[src/rtl/key_if_pkg.sv]
// rtl/key_if_pkg.sv - shared widths, FSM encoding and cache line type for the key lookup cache
package key_if_pkg;

    localparam int KEY_ID_W = 32;
    localparam int KEY_W    = 256;

    localparam logic [1:0] ST_IDLE    = 2'd0;
    localparam logic [1:0] ST_LOOKUP  = 2'd1;
    localparam logic [1:0] ST_FETCH   = 2'd2;
    localparam logic [1:0] ST_RESPOND = 2'd3;

    typedef struct packed {
        logic                valid;
        logic [KEY_ID_W-1:0] tag;
        logic [KEY_W-1:0]    key;
    } key_line_t;

endpackage

[src/rtl/key_cache_tag_match.sv]
// rtl/key_cache_tag_match.sv - combinational compare of one id against all cache tags
module key_cache_tag_match
    import key_if_pkg::*;
#(
    parameter int ENTRIES = 4,
    parameter int IDX_W   = $clog2(ENTRIES)
) (
    input  logic [KEY_ID_W-1:0]         id_i,
    input  logic [ENTRIES*KEY_ID_W-1:0] tags_i,
    input  logic [ENTRIES-1:0]          valids_i,
    output logic                        hit_o,
    output logic [IDX_W-1:0]            hit_idx_o
);

    // Fills only happen on a miss, so at most one line can match.
    always_comb begin
        hit_o     = 1'b0;
        hit_idx_o = '0;
        for (int i = 0; i < ENTRIES; i++) begin
            if (valids_i[i] && (tags_i[i*KEY_ID_W +: KEY_ID_W] == id_i)) begin
                hit_o     = 1'b1;
                hit_idx_o = IDX_W'(i);
            end
        end
    end

endmodule

[src/rtl/key_lookup_cache.sv]
// rtl/key_lookup_cache.sv - fully-associative key cache in front of keymem; KEY_CACHE_STATS_EN builds stat counters
module key_lookup_cache
    import key_if_pkg::*;
#(
    parameter int ENTRIES     = 4,
    parameter int TIMEOUT_CYC = 1024
) (
    input  logic                key_clk,
    input  logic                key_aresetn,
    input  logic                req_key_req,
    input  logic [KEY_ID_W-1:0] req_key_id,
    output logic                req_key_ack,
    output logic [KEY_W-1:0]    req_key,
    output logic                req_key_err,
    output logic                mem_key_req,
    output logic [KEY_ID_W-1:0] mem_key_id,
    input  logic                mem_key_ack,
    input  logic [KEY_W-1:0]    mem_key,
    input  logic                cache_flush,
    output logic [31:0]         stat_hits,
    output logic [31:0]         stat_misses,
    output logic [31:0]         stat_timeouts
);

    localparam int IDX_W = $clog2(ENTRIES);

    logic [1:0]          state_q, state_d;
    logic [KEY_ID_W-1:0] id_q, id_d;
    logic [15:0]         cnt_q, cnt_d;
    logic [KEY_W-1:0]    key_q, key_d;
    logic                err_q, err_d;
    logic                flush_seen_q, flush_seen_d;
    logic [IDX_W-1:0]    rr_ptr_q;
    key_line_t           lines_q [ENTRIES];

    logic                        fill;
    logic                        timeout;
    logic                        hit;
    logic [IDX_W-1:0]            hit_idx;
    logic [ENTRIES*KEY_ID_W-1:0] tags_flat;
    logic [ENTRIES-1:0]          valids;

    always_comb begin
        tags_flat = '0;
        valids    = '0;
        for (int i = 0; i < ENTRIES; i++) begin
            tags_flat[i*KEY_ID_W +: KEY_ID_W] = lines_q[i].tag;
            valids[i]                         = lines_q[i].valid;
        end
    end

    key_cache_tag_match #(.ENTRIES(ENTRIES), .IDX_W(IDX_W)) u_match (
        .id_i      (id_q),
        .tags_i    (tags_flat),
        .valids_i  (valids),
        .hit_o     (hit),
        .hit_idx_o (hit_idx)
    );

    always_comb begin
        state_d      = state_q;
        id_d         = id_q;
        cnt_d        = cnt_q;
        key_d        = key_q;
        err_d        = err_q;
        flush_seen_d = flush_seen_q;
        fill         = 1'b0;
        timeout      = 1'b0;
        case (state_q)
            ST_IDLE: begin
                if (req_key_req) begin
                    id_d    = req_key_id;
                    state_d = ST_LOOKUP;
                end
            end
            ST_LOOKUP: begin
                if (hit) begin
                    key_d   = lines_q[hit_idx].key;
                    err_d   = 1'b0;
                    state_d = ST_RESPOND;
                end else begin
                    cnt_d        = 16'(TIMEOUT_CYC - 1);
                    flush_seen_d = 1'b0;
                    state_d      = ST_FETCH;
                end
            end
            ST_FETCH: begin
                if (cache_flush) begin
                    flush_seen_d = 1'b1;
                end
                // A flush anywhere in the fetch window must keep the fetched key out of the cache.
                if (mem_key_ack) begin
                    key_d   = mem_key;
                    err_d   = 1'b0;
                    fill    = !(cache_flush || flush_seen_q);
                    state_d = ST_RESPOND;
                end else if (cnt_q == 16'd0) begin
                    key_d   = '0;
                    err_d   = 1'b1;
                    timeout = 1'b1;
                    state_d = ST_RESPOND;
                end else begin
                    cnt_d = cnt_q - 16'd1;
                end
            end
            default: state_d = ST_IDLE;
        endcase
    end

    always_ff @(posedge key_clk or negedge key_aresetn) begin
        if (!key_aresetn) begin
            state_q      <= ST_IDLE;
            id_q         <= '0;
            cnt_q        <= '0;
            key_q        <= '0;
            err_q        <= 1'b0;
            flush_seen_q <= 1'b0;
        end else begin
            state_q      <= state_d;
            id_q         <= id_d;
            cnt_q        <= cnt_d;
            key_q        <= key_d;
            err_q        <= err_d;
            flush_seen_q <= flush_seen_d;
        end
    end

    always_ff @(posedge key_clk or negedge key_aresetn) begin
        if (!key_aresetn) begin
            rr_ptr_q <= '0;
            for (int i = 0; i < ENTRIES; i++) begin
                lines_q[i] <= '0;
            end
        end else if (cache_flush) begin
            rr_ptr_q <= '0;
            for (int i = 0; i < ENTRIES; i++) begin
                lines_q[i].valid <= 1'b0;
            end
        end else if (fill) begin
            lines_q[rr_ptr_q] <= '{valid: 1'b1, tag: id_q, key: mem_key};
            rr_ptr_q          <= rr_ptr_q + IDX_W'(1);
        end
    end

    assign req_key_ack = (state_q == ST_RESPOND);
    assign req_key     = key_q;
    assign req_key_err = err_q;
    assign mem_key_req = (state_q == ST_FETCH);
    assign mem_key_id  = mem_key_req ? id_q : '0;

`ifdef KEY_CACHE_STATS_EN
    logic [31:0] hits_q, misses_q, timeouts_q;

    always_ff @(posedge key_clk or negedge key_aresetn) begin
        if (!key_aresetn) begin
            hits_q     <= '0;
            misses_q   <= '0;
            timeouts_q <= '0;
        end else begin
            if ((state_q == ST_LOOKUP) && hit && (hits_q != '1)) begin
                hits_q <= hits_q + 32'd1;
            end
            if ((state_q == ST_LOOKUP) && !hit && (misses_q != '1)) begin
                misses_q <= misses_q + 32'd1;
            end
            if (timeout && (timeouts_q != '1)) begin
                timeouts_q <= timeouts_q + 32'd1;
            end
        end
    end

    assign stat_hits     = hits_q;
    assign stat_misses   = misses_q;
    assign stat_timeouts = timeouts_q;
`else
    logic unused_timeout;
    assign unused_timeout = timeout;
    assign stat_hits      = 32'h0;
    assign stat_misses    = 32'h0;
    assign stat_timeouts  = 32'h0;
`endif

endmodule
[config.mk]
export PLATFORM = sky130hd
export DESIGN_NAME = key_lookup_cache
export DESIGN_NICKNAME = d
export VERILOG_FILES = /design/src/rtl/key_if_pkg.sv /design/src/rtl/key_cache_tag_match.sv /design/src/rtl/key_lookup_cache.sv
export SDC_FILE = /design/constraint.sdc
export NUM_CORES = 2
export LEC_CHECK = 0
export CELL_PAD_IN_SITES_DETAIL_PLACEMENT = 0
export CELL_PAD_IN_SITES_GLOBAL_PLACEMENT = 2
export CORE_MARGIN = 10
export CORE_UTILIZATION = 36
export DETAILED_ROUTE_END_ITERATION = 10
export PLACE_DENSITY_LB_ADDON = 0.1
export SYNTH_ARGS = -nofsm -noshare
export SYNTH_HDL_FRONTEND = slang
export SYNTH_SLANG_ARGS = --single-unit
[constraint.sdc]
create_clock -name key_clk -period 2.5 [get_ports key_clk]
set_input_delay 0.75 -clock key_clk [delete_from_list [all_inputs] [get_ports key_clk]]
set_output_delay 0.75 -clock key_clk [all_outputs]
set_load 0.02 [all_outputs]
After elaboration in Yosys (flattened, before gate mapping). Cells that the tools add are included.

Add/sub/neg operators: 2. $lt $le $gt $ge: 3. Equality and inequality tests: 14. Multiplexer cells: 43. Bitwise operators: 3. Reductions and logical operators: 17.

Operators by type and width (count): 256-bit 2-to-1 mux (5); 1156-bit bitwise mux (1); 1156-bit 2-to-1 mux (1); 289-bit binary-select mux with 2-bit select (1); 289-bit demux with 2-bit select (1); 256-bit case mux with 2 select lines (1); 289-bit 2-to-1 mux (1); 32-bit equality test (4); 16-bit 2-to-1 mux (3); 32-bit 2-to-1 mux (1); 16-bit case mux with 2 select lines (1); 1-bit 2-to-1 mux (17); 16-bit zero test (1); 16-bit by 1-bit subtractor with 16-bit output (second input constant) (1); 2-bit 2-to-1 mux (7); 2-bit inequality test (second input constant) (5); 3-bit >= comparator (second input constant) (2); 2-bit inverter with 3-bit output (2); 2-bit case mux with 3 select lines (1); 2-bit AND reduction (3); 3-bit AND reduction (2); 1-bit logical AND (5); 2-bit equality test (second input constant) (2); 1-bit case mux with 2 select lines (2); 11 further kinds (12).

Register bits after elaboration: 1466. Input bits: 293. Output and inout bits: 387. Word-level logic and storage cells: 101.

Logic depth before layout (Yosys ltp).
Depth after elaboration: 11. Mapped depth: 12. Mapped depth without buffers: 9.

By module. A second synthesis with hierarchy kept.

Cell total of the unflattened synthesis: 4728. Area, all modules: 65571.6 µm².

Modules (own cells, without submodules): key_lookup_cache (instances 1, cells each 4546, area an instance 64132.8 µm², sequential area each 36685.2 µm²); key_cache_tag_match (instances 1, cells each 182, area an instance 1438.9 µm², sequential area each 0.0 µm²).

Least setup slack after synthesis. No wires, ideal clock.

Kind: register to output. Start: register state_q[0]. End: output mem_key_id[0]. Arrival time: 1.954 ns. Required time: 1.750 ns. Path slack: -0.204 ns. Cell stages (with the launch flop): 7. Buffers on the path: 3. Path through: dfrtp_1 inv_1 ha_1 clkbuf_1 clkbuf_1 clkbuf_1 and2_1.

Longest elaborated chain between the ends: 2.

Ends and longest elaborated chain: from (decl) (line key_lookup_cache.sv:27) `logic [1:0] state_q, state_d;`; from (signal assigned) (line key_lookup_cache.sv:119) `state_q <= state_d;`; 2-bit equality test (line key_lookup_cache.sv:148) `assign mem_key_req = (state_q == ST_FETCH);`; via mem_key_req (line key_lookup_cache.sv:15) `output logic mem_key_req,`; 32-bit 2-to-1 mux (line key_lookup_cache.sv:149) `assign mem_key_id = mem_key_req ? id_q : '0;`; to (decl) (line key_lookup_cache.sv:16) `output logic [KEY_ID_W-1:0] mem_key_id,`.

The timed path passes the listed nets, and every way through them passes these cells.

Worst setup path after layout.
Start: register id_q[3]. End: register key_q[172] (netlist: req_key[172]).

Longest elaborated chain between the ends: 11. Elaborated cells on any way between the ends: 23. Classes of those cells: eq/ne: 5; mux: 12; bitwise: 1; reduce/logical: 5.

Ends and longest elaborated chain: from (decl) (line key_lookup_cache.sv:28) `logic [KEY_ID_W-1:0] id_q, id_d;`; from (signal assigned) (line key_lookup_cache.sv:120) `id_q <= id_d;`; 32-bit equality test (line key_cache_tag_match.sv:20) `if (valids_i[i] && (tags_i[i*KEY_ID_W +: KEY_ID_W] == id_i)) begin`; 1-bit logical AND (line key_cache_tag_match.sv:20); 1-bit 2-to-1 mux (line key_cache_tag_match.sv:20); 2-bit 2-to-1 mux (2 in series) (line key_cache_tag_match.sv:20); 2-bit inverter with 3-bit output (not written as such) (line key_lookup_cache.sv:78) `key_d = lines_q[hit_idx].key;`; 289-bit binary-select mux with 2-bit select (line key_lookup_cache.sv:78); 256-bit 2-to-1 mux (not written as such) (2 in series) (line key_lookup_cache.sv:78); 256-bit 2-to-1 mux (line key_lookup_cache.sv:77) `if (hit) begin`; 256-bit case mux with 2 select lines (line key_lookup_cache.sv:69) `case (state_q)`; to (signal assigned) (line key_lookup_cache.sv:122) `key_q <= key_d;`; to (decl) (line key_lookup_cache.sv:30) `logic [KEY_W-1:0] key_q, key_d;`.

Several ways; a longest one is shown, not always the timed one. The select of a mux whose other input is x is not followed. A chain may end at the register's enable or synchronous reset.

==> impl_metrics.env <==
export IMPL_finalWorstSetupSlack_ns=-0.6164
export IMPL_syn2layout_area_growth_pct=28.29
export IMPL_cp_required_ns=3.20
export IMPL_wl_per_cell_um=27.01
export IMPL_grt_max_degree=144
export IMPL_pre_cts_slack_ns=-0.7840
export IMPL_drt_iter0_drc=3319
export IMPL_ys_warn_count=0
export IMPL_vias=54150
export IMPL_dieWidth_um=468.2
export IMPL_root_buffer="clkbuf_16"
export IMPL_max_freq_mhz=320.9
export IMPL_cts_tree="built"
export IMPL_gr_total_overflow=0
export IMPL_core_mm2=0.1999
export IMPL_ant_nets=0
export IMPL_syn_inst=6083
export IMPL_die_y_um=468.2
export IMPL_finalSetupTns_ns=-169.63
export IMPL_h_tree_depth=4
export IMPL_grt_pass1_vias=56230
export IMPL_endpoint_kind="register"
export IMPL_fin_nets=7131
export IMPL_wirelength_mm=260.0
export IMPL_cts_buffer_depth=3
export IMPL_clkTransAtPathRegs_ns=0.06
export IMPL_synth_edf_count=0
export IMPL_firstDrtPassIters=7
export IMPL_drv_cap=0
export IMPL_grt_usage_pct=22.59
export IMPL_port_buffers=583
export IMPL_leakage_nw=41.64
export IMPL_grt_pass1_wl_mm=382.8
export IMPL_synthFlopType="dfrtp_1"
export IMPL_gp_congestion=0.8218
export IMPL_skew_ns=0.03746
export IMPL_status="complete, but fails checks"
export IMPL_clock_sinks=1466
export IMPL_antenna_found_initial=15
export IMPL_worst_pin_slew_ns=1.283
export IMPL_layout_drive_gt1_share_pct=35.32
export IMPL_drc=0
export IMPL_ir_drop_mv=1.095
export IMPL_slew_viol_final=0
export IMPL_place_hpwl_mm=168.3
export IMPL_powerDensity_mw_per_mm2=1073
export IMPL_rsz0062_at_grt="true"
export IMPL_min_period_over_period_pct=124.7
export IMPL_crit_arrival_ns=3.82
export IMPL_stdcell_area_mm2=0.09278
export IMPL_start_util_pct=36.19
export IMPL_startpoint_type="register"
export IMPL_async_flop_share_pct=100.0
export IMPL_placed_area_mm2=0.08510
export IMPL_critPathMaxFanout=60
export IMPL_synth_avg_cell_area_um2=11.89
export IMPL_filler_cell_count=18370
export IMPL_path_class="reg -> reg"
export IMPL_cts_buffers=174
export IMPL_fin_crit_ns=3.116
export IMPL_rows=164
export IMPL_clk_latency_ns=0.83
export IMPL_hold_viol=0
export IMPL_yosysUniqueCellTypes=56
export IMPL_violations="negative setup slack"
export IMPL_slew_headroom_pct=14.49
export IMPL_vias_per_cell=5.627
export IMPL_setup_violations=558
export IMPL_ys_seq_area_share_pct=50.73
export IMPL_synth_seq_cells=1466
export IMPL_hold_class="in -> async"
export IMPL_io_pins=680
export IMPL_dieArea_mm2=0.2192
export IMPL_synthesis_area_mm2=0.07232
cell usage after synthesis (all sizes together) (6+ instances only):
library cell	instances	share of area, %
dfrtp	1466	51
mux2	1181	18
clkbuf	490	2.5
inv	278	1.4
nand4	273	2.4
nor2	271	1.4
o21ai	271	1.9
a21oi	266	1.8
a41oi	256	3.1
o21a	256	2.7
o31ai	256	4.4
o311a	255	3.5
buf	234	2.3
xor2	84	1.0
xnor2	48	0.58
and2	33	0.29
nand2	30	0.16
nor4	28	0.28
nor3	16	0.13
and3	10	0.087
ha	10	0.17
a31oi	9	0.078
nand3	8	0.055
or4	6	0.062
per-layer routing:
metal | global-route usage (%) | part of all wire, %
met1 | 31.30 | 46
met2 | 36.76 | 47
met3 | 3.577 | 4.6
met4 | 5.880 | 2.3
met5 | 0 | 0.011
critical path: stages, from the launching register on:
cell	delay [ns]
dfrtp_2	0.45
buf_4	0.16
xor2_1	0.17
or4_1	0.55
nor4_2	0.25
nand4_1	0.15
buf_4	0.20
buf_8	0.19
buf_12	0.26
o311a_1	0.14
o21a_1	0.20
o31ai_2	0.20
flip-flops by register name, summed over array words and instances (netlist names):
signal / flops
req_key_err: 1
id_q: 32
rr_ptr_q: 2
req_key: 256
state_q: 2
lines_q: 1156
cnt_q: 16
flush_seen_q: 1
report_power, final:
group | internal, mW | switching [mW] | leakage (nW) | total, mW
clock network | 15.3 | 10.7 | 2.86 | 26.0
logic | 18.1 | 20.7 | 19.3 | 38.7
registers | 30.5 | 4.35 | 19.5 | 34.8
worst paths after layout:
| path | to | startpoint | slack [ns] | cells past startpoint |
|---|---|---|---|---|
| worst max-delay path | req_key[172]$_DFFE_PN0P_ | id_q[3]$_DFFE_PN0P_ | -0.62 | 11 |
| worst min-delay path | lines_q[838]$_DFFE_PN0P_ | key_aresetn | 0.49 | 2 |
| worst max register to register | req_key[172]$_DFFE_PN0P_ | id_q[3]$_DFFE_PN0P_ | -0.62 | 11 |
| worst min register to register | req_key[117]$_DFFE_PN0P_ | req_key[117]$_DFFE_PN0P_ | 0.50 | 2 |
| max in group asynchronous | req_key[59]$_DFFE_PN0P_ | key_aresetn | 1.00 | 4 |
| min in group key_clk | req_key[117]$_DFFE_PN0P_ | req_key[117]$_DFFE_PN0P_ | 0.50 | 2 |
kinds of logic after synthesis:
logic type	share of synthesized area, %
buf+inv	6.254
mux	18.40
flops	50.73
fa+ha+maj	0.1730
xor+xnor	1.599
other cells	0.005185
simple gates	5.085
compound gates	17.76
metrics by stage:
stage                     hold slack (ns)  total power, mW  instances  utilization [%]
final                              0.4930            99.58       9623            46.42
after global routing               0.4839            105.1       9621            46.42
after CTS                          0.4460            100.2       9587            45.89
after detailed placement           0.4886            72.85       9243            42.58
after global placement             0.4853            72.30       9243            42.58
after floorplan                    0.4544            56.91       6178                -
final cells by class:
| class | instances | area, um2 | area share (%) |
|---|---|---|---|
| Clock inverter | 56 | 686.9 | 0.7404 |
| Tap cell | 2656 | 3323 | 3.582 |
| Inverter | 278 | 1044 | 1.125 |
| Sequential cell | 1466 | 36700 | 39.56 |
| Antenna cell | 8 | 20.02 | 0.02158 |
| Clock buffer | 251 | 5080 | 5.475 |
| Multi-Input combinational cell | 3710 | 31960 | 34.45 |
| Timing Repair Buffer | 1198 | 13960 | 15.05 |
repair_timing:
action,CTS,global route
buffers inserted,22,7
endpoints found under the hold margin,16,0
gates cloned,15,22
setup endpoints to repair,565,565
hold buffers,1,0
pin swaps,11,12
gates resized for setup,352,134
cells in the final DEF, fill, tap and decap left out, drive strengths merged, types with 16 or more instances in the layout:
master and n:
a21oi 266, o21ai 271, clkbuf 272, conb 96
o31ai 256, nand4 273, o311a 255, nor2 271
mux2 1181, nand2 30, nor4 28, and2 33
nor3 16, inv 287, dfrtp 1466, buf 624
xor2 84, clkdlybuf4s50 548, clkinv 33, xnor2 48
a41oi 256, o21a 256
(Power assumes the default switching activity.)
